`config.mk`:
```
export PLATFORM = sky130hd
export DESIGN_NAME = shk_byte_word_asm
export DESIGN_NICKNAME = d
export VERILOG_FILES = /design/src/rtl/cmd_pkt_pkg.sv /design/src/rtl/shk_byte_word_asm.sv
export SDC_FILE = /design/constraint.sdc
export NUM_CORES = 1
export LEC_CHECK = 0
export ABC_AREA = 0
export BUFFER_PORTS_ARGS = -buffer_cell sky130_fd_sc_hd__buf_2
export CELL_PAD_IN_SITES_DETAIL_PLACEMENT = 1
export CELL_PAD_IN_SITES_GLOBAL_PLACEMENT = 2
export CORE_UTILIZATION = 38
export DETAILED_ROUTE_END_ITERATION = 12
export GPL_TIMING_DRIVEN = 1
export PLACE_DENSITY_LB_ADDON = 0.2
export SETUP_SLACK_MARGIN = 0.2
export SYNTH_ARGS = -nofsm -noshare
export SYNTH_HDL_FRONTEND = slang
export SYNTH_SLANG_ARGS = --single-unit
```
`constraint.sdc`:
```
create_clock -name clk -period 2.54 [get_ports clk]
set_input_delay 0.127 -clock clk [delete_from_list [all_inputs] [get_ports clk]]
set_output_delay 0.127 -clock clk [all_outputs]
set_load 0.05 [all_outputs]
```
`src/rtl/cmd_pkt_pkg.sv`:
```
// Shared types and constants for the command-packet receiver.
package cmd_pkt_pkg;

    typedef enum logic [2:0] {ST_HUNT, ST_LEN, ST_DATA, ST_CHK, ST_DONE} cmd_st_t;
    typedef enum logic [2:0] {WB_IDLE, WB_REQ, WB_WAIT, WB_BEAT0, WB_BEAT1} wb_st_t;

    localparam logic [3:0] ERR_OK  = 4'd0;
    localparam logic [3:0] ERR_LEN = 4'd1;
    localparam logic [3:0] ERR_XOR = 4'd2;
    localparam logic [3:0] ERR_TMO = 4'd3;

    localparam logic [7:0] STAT_MARK = 8'hA5;

    // Bytes per command word for the default 32-bit word / 8-bit bus geometry.
    localparam int NB_CMD_BYTE = 32 / 8;

    function automatic int LOG2(input int v);
        int r;
        r = 0;
        for (int i = 0; i < 31; i++)
            if ((1 << i) < v) r = i + 1;
        return r;
    endfunction

endpackage

```
`src/rtl/shk_byte_word_asm.sv`:
```
// Byte strobe detection, little-endian word assembly, byte counting and idle timeout.
module shk_byte_word_asm
    import cmd_pkt_pkg::*;
#(
    parameter int WD_SHK_DATA   = 8,
    parameter int WD_CMD_DATA   = 32,
    parameter int WD_SLEEP_SPAN = 30,
    parameter int NB_BYTE       = NB_CMD_BYTE
) (
    input  logic                   clk,
    input  logic                   resetn,
    input  logic                   rdy,
    input  logic [WD_SHK_DATA-1:0] data,
    input  logic                   clr,
    output logic [WD_CMD_DATA-1:0] word,
    output logic                   byte_vld,
    output logic                   word_vld,
    output logic                   tmo
);

    localparam int CNT_W = (NB_BYTE > 1) ? LOG2(NB_BYTE) : 1;

    logic                     rdy_p0;
    logic                     stb_p0;
    logic [WD_SHK_DATA-1:0]   byte_p0;
    logic [CNT_W-1:0]         cnt;
    logic [CNT_W-1:0]         cnt_base;
    logic [WD_SLEEP_SPAN-1:0] idle;

    // A start-word match realigns the counter even if a byte lands in the same cycle.
    assign cnt_base = clr ? '0 : cnt;
    assign tmo      = idle[WD_SLEEP_SPAN-1];

    always_ff @(posedge clk) begin
        if (!resetn) begin
            rdy_p0   <= 1'b0;
            stb_p0   <= 1'b0;
            byte_p0  <= '0;
            word     <= '0;
            byte_vld <= 1'b0;
            word_vld <= 1'b0;
            cnt      <= '0;
            idle     <= '0;
        end else begin
            // stage p0: rising-edge detect of the byte ready line
            rdy_p0   <= rdy;
            stb_p0   <= rdy & ~rdy_p0;
            byte_p0  <= data;
            // stage p1: shift in at the top so the first byte ends up in the low lane
            byte_vld <= stb_p0;
            word_vld <= 1'b0;
            if (stb_p0) begin
                word <= {byte_p0, word[WD_CMD_DATA-1:WD_SHK_DATA]};
                idle <= '0;
            end else if (!idle[WD_SLEEP_SPAN-1]) begin
                idle <= idle + 1'b1;
            end
            if (stb_p0) begin
                if (cnt_base == CNT_W'(NB_BYTE - 1)) begin
                    cnt      <= '0;
                    word_vld <= 1'b1;
                end else begin
                    cnt <= cnt_base + 1'b1;
                end
            end else begin
                cnt <= cnt_base;
            end
        end
    end

endmodule

```
# == After elaboration in Yosys (flattened, before gate mapping) ==
# Index checks and enable logic that the tools add are counted.
# word_totals
out_inout_bits,35
reg_bits,76
input_bits,12
latch_bits,0
memories,0
ramBits,0
rom_bits,0
# classes
n_eq_ne,1
n_reduce_logical,2
add_sub_neg,2
div_mod_pow,0
n_bitwise,3
muxes,5
magnitude_cmp,0
multipliers,0
n_shift,0
# ops
operator,count
$add 30x1->30 const B,1
$mux 30,1
$mux 2,3
$add 2x1->2 const B,1
$eq 2x2->1 const B,1
$not 1->1,2
$reduce_and 2->1,1
$reduce_or 2->1,1
$and 1x1->1,1
$mux 1,1

# == Logic depth before layout (Yosys ltp) ==
# depth
ltp_word,4
depth_mapped,6

# == Worst setup path before layout ==
# Ideal clock, no wire load.
# synth_path
kind,register to register
from,register idle[29]
to,register idle[24]
arrival_ns,1.773
setup_slack_ns,0.697
period_less_slack_ns,1.843
path_buffers,2
path_stages_with_launch,7
cell_sequence,dfxtp_1 -> buf_6 -> and4b_2 -> nand4_4 -> buf_6 -> or4_1 -> a21oi_1
# synth_lines
item,line,rtl
from (decl),shk_byte_word_asm.sv:28,logic [WD_SLEEP_SPAN-1:0] idle;
from (signal assigned),shk_byte_word_asm.sv:56,idle <= idle + 1'b1;

# == Worst setup path after layout ==
# layout_path
from,register idle[11]
to,register idle[25]
# layout_between
elab_chain_len,1
# layout_rtl
item,line
$add 30x1->30,shk_byte_word_asm.sv:56
# No other way between the ends.
# A chain may end at the register's enable or synchronous reset.

==> impl_metrics.toml <==
[status]
status = "finished clean"

[global_routing]
grt_use_total_pct = 15.78
grt_antenna_before_repair = 0
overflow = 0
grt_pass1_wl_mm = 10.69
grt_pass1_vias = 2325
grt_max_degree = 48

[drt]
vias_per_cell = 5.037
drtPass1Iterations = 4
drtAntennaViolNets = 0
num_vias = 2322
drt_iter0_drc = 53
wl_per_cell_microns = 13.44
drt_wl_total_mm = 6.196
drc = 0

[sta]
skew_ns = 0.01246
slew_violations = 0
fin_ws_ns = 0.6663
hold_viol = 0
maxSlewHeadroom_pct = 67.02
rsz0062_at_grt = "false"
fin_crit_sh_pct = 73.77
fin_crit_ns = 1.874
fmax_mhz = 533.7
setup-violations-final = 0
fin_tns_setup_ns = 0
worst_pin_slew_ns = 0.4947

[power_and_ir_drop]
ir_worst_vdd_mv = 0.4617
leakage_nw = 1.399
powerDensity_mw_per_mm2 = 653.0

[clock_network]
htree_levels = 3
cts_setup_buffers = 0
clkSinkCount = 76
clock_path_buffers = 2
root_buffer = "clkbuf_8"
clkLatencyLatePin_ns = 0.35
cts_resized = 0
cts.clk_slew.worst_paths_ns = 0.08
tritoncts = "built"
cts_made_buffers = 9

[yosys]
syn_area_sq_mm = 0.003075
netlist_instances = 304
syn_avg_cell_area_sq_um = 10.12
ys_types = 34
synth_nets = 318
yosysWarnings = 0
yosysSeqAreaShare_pct = 49.47
synth_seq_cells = 76

[place]
port_buffers = 46
hpwl_mm = 4.079
pre_cts_slack_ns = 0.6869
place_congestion = 0.6868

[worst_setup_path]
cp-end-kind = "register"
timing.rr.end = "idle[25]"
path_max_fanout = 11
reg2reg_setup_slack_ns = 0.67
worstPathArrival_ns = 2.15
worstRegToRegCells = 4
start_kind = "register"
worstPathRequired_ns = 2.82
crit_type = "reg -> reg"
r2r_start = "idle[11]"

[floorplan]
dieArea_sq_mm = 0.008457
rows = 32
die_w_microns = 91.96
start_util_pct = 39.59
core_sq_mm = 0.007767
die_y_microns = 91.96
pin_count = 47

[hold_path]
hold_end = "cnt[1]"
hp-start = "clr"
holdCritPathClass = "in -> reg"
holdPathStages = 4

[finish]
n_antenna_cell = 0
finalNetCount = 368
fillers = 896
drive_gt1_share_pct = 19.78
area_growth_pct = 19.45

[job]
drv_cap = 0
[synth_stat cells, drive strengths merged]
library cell / instances / share of area [%]
o31ai: 10 / 2.4
nor2: 11 / 1.3
nand4: 13 / 3.1
ha: 2 / 0.81
or3: 7 / 1.4
a21oi: 18 / 2.9
and3: 5 / 1.0
xnor2: 2 / 0.57
o21a: 1 / 0.24
nand2b: 2 / 0.41
o21ai: 7 / 1.1
inv: 1 / 0.12
buf: 12 / 2.6
and2: 12 / 2.4
nand3: 9 / 1.6
clkbuf: 7 / 0.85
nor2b: 38 / 7.7
mux2i: 34 / 11
dfxtp: 76 / 49
nand2: 9 / 1.1
and3b: 1 / 0.28
xor2: 9 / 2.6
and4b: 2 / 0.69
or4: 10 / 2.4
nor3: 1 / 0.16
and4: 4 / 1.2
or2: 1 / 0.20
[stage by stage]
stage | hold WS, ns | total power, mW | utilization [%] | instances | area (sq um)
finish | 0.1593 | 2.399 | 47.29 | 461 | 3674
global route | 0.1612 | 2.504 | 47.29 | 461 | 3674
CTS | 0.1525 | 2.440 | 47.29 | 461 | 3674
detailed placement | 0.3375 | 1.358 | 43.15 | 436 | 3352
global placement | 0.3325 | 1.355 | 43.15 | 436 | 3352
floorplan | 0.2543 | 1.328 | - | 304 | 3075
[critical path, cell delays in order (launching register included)]
cell,delay (ns)
dfxtp_1,0.45
and4_4,0.28
nand4_1,0.34
or4_1,0.61
a21oi_1,0.14
[cell usage in the layout, fill, tap and decap left out, types with 2 or more instances in the layout]
cell type,Yosys,final
dfxtp_1,76,75
buf_2,6,46
nor2b_1,38,38
mux2i_1,34,34
a21oi_1,18,18
and2_1,12,12
nand4_1,12,12
nor2_1,11,11
o31ai_1,10,10
or4_1,10,10
clkbuf_8,0,10
xor2_1,9,9
nand2_1,9,9
dlygate4sd3_1,0,9
nand3_1,8,8
o21ai_0,7,7
or3_1,7,7
and3_1,5,5
and4_1,3,3
inv_6,0,3
buf_4,1,3
nand2b_1,2,2
xnor2_1,2,2
ha_1,2,2
bufinv_16,0,2
[cell families (layout without fill, tap and decap cells)]
logic type | after synthesis | after routing | share of synthesized area [%]
muxes | 34 | 34 | 11.07
xor gates and xnor gates | 11 | 11 | 3.133
and+or+nand+nor | 125 | 125 | 25.22
AOI/OAI and AO/OA | 36 | 36 | 6.753
adders and majority gates | 2 | 2 | 0.8135
DFF | 76 | 76 | 49.47
buffers and inverters | 20 | 75 | 3.540
[sequential cells by signal, summed over array words and instances (netlist names)]
register,flops
byte_vld,1
idle,30
cnt,2
word_vld,1
stb_p0,1
word,32
rdy_p0,1
byte_p0,8
[how the worst max path moves through the flow]
stage / cells after the start / slack, ns / start / endpoint
2_1_floorplan: 6 / 0.70 / idle[29] / idle[24]
3_3_place_gp: 4 / 0.72 / idle[11] / idle[25]
3_5_place_dp: 4 / 0.69 / idle[11] / idle[25]
4_1_cts: 4 / 0.65 / idle[11] / idle[23]
5_1_grt: 4 / 0.53 / idle[11] / idle[23]
6_report: 4 / 0.67 / idle[11] / idle[25]
[layout make-up]
cell class / count / area (sq um) / area share (%)
multi-input cells: 208 / 1445 / 39.34
flip-flops and latches: 76 / 1523 / 41.45
inverters: 1 / 3.754 / 0.1022
clock inverters: 6 / 93.84 / 2.554
well taps: 102 / 127.6 / 3.474
clock buffers: 10 / 137.6 / 3.747
repair buffers: 58 / 342.8 / 9.332
[routing by layer]
metal  GRT usage (%)  part of all wire, %
met4           4.688                 0.92
met5               0                    0
met3           5.804                  4.4
met2           27.11                   50
met1           18.26                   44
[what timing repair did]
item                                    in CTS  in global routing
hold endpoints to repair                     9                  0
endpoints found under the setup margin       0                  0
hold buffers                                 9                  0
[report_power, final]
part,total [mW],switching (mW),internal (mW)
sequential,1.22,0.0160,1.21
clock,1.06,0.470,0.591
combinational,0.113,0.0602,0.0530
No activity file was read; power rests on OpenSTA's default activity.
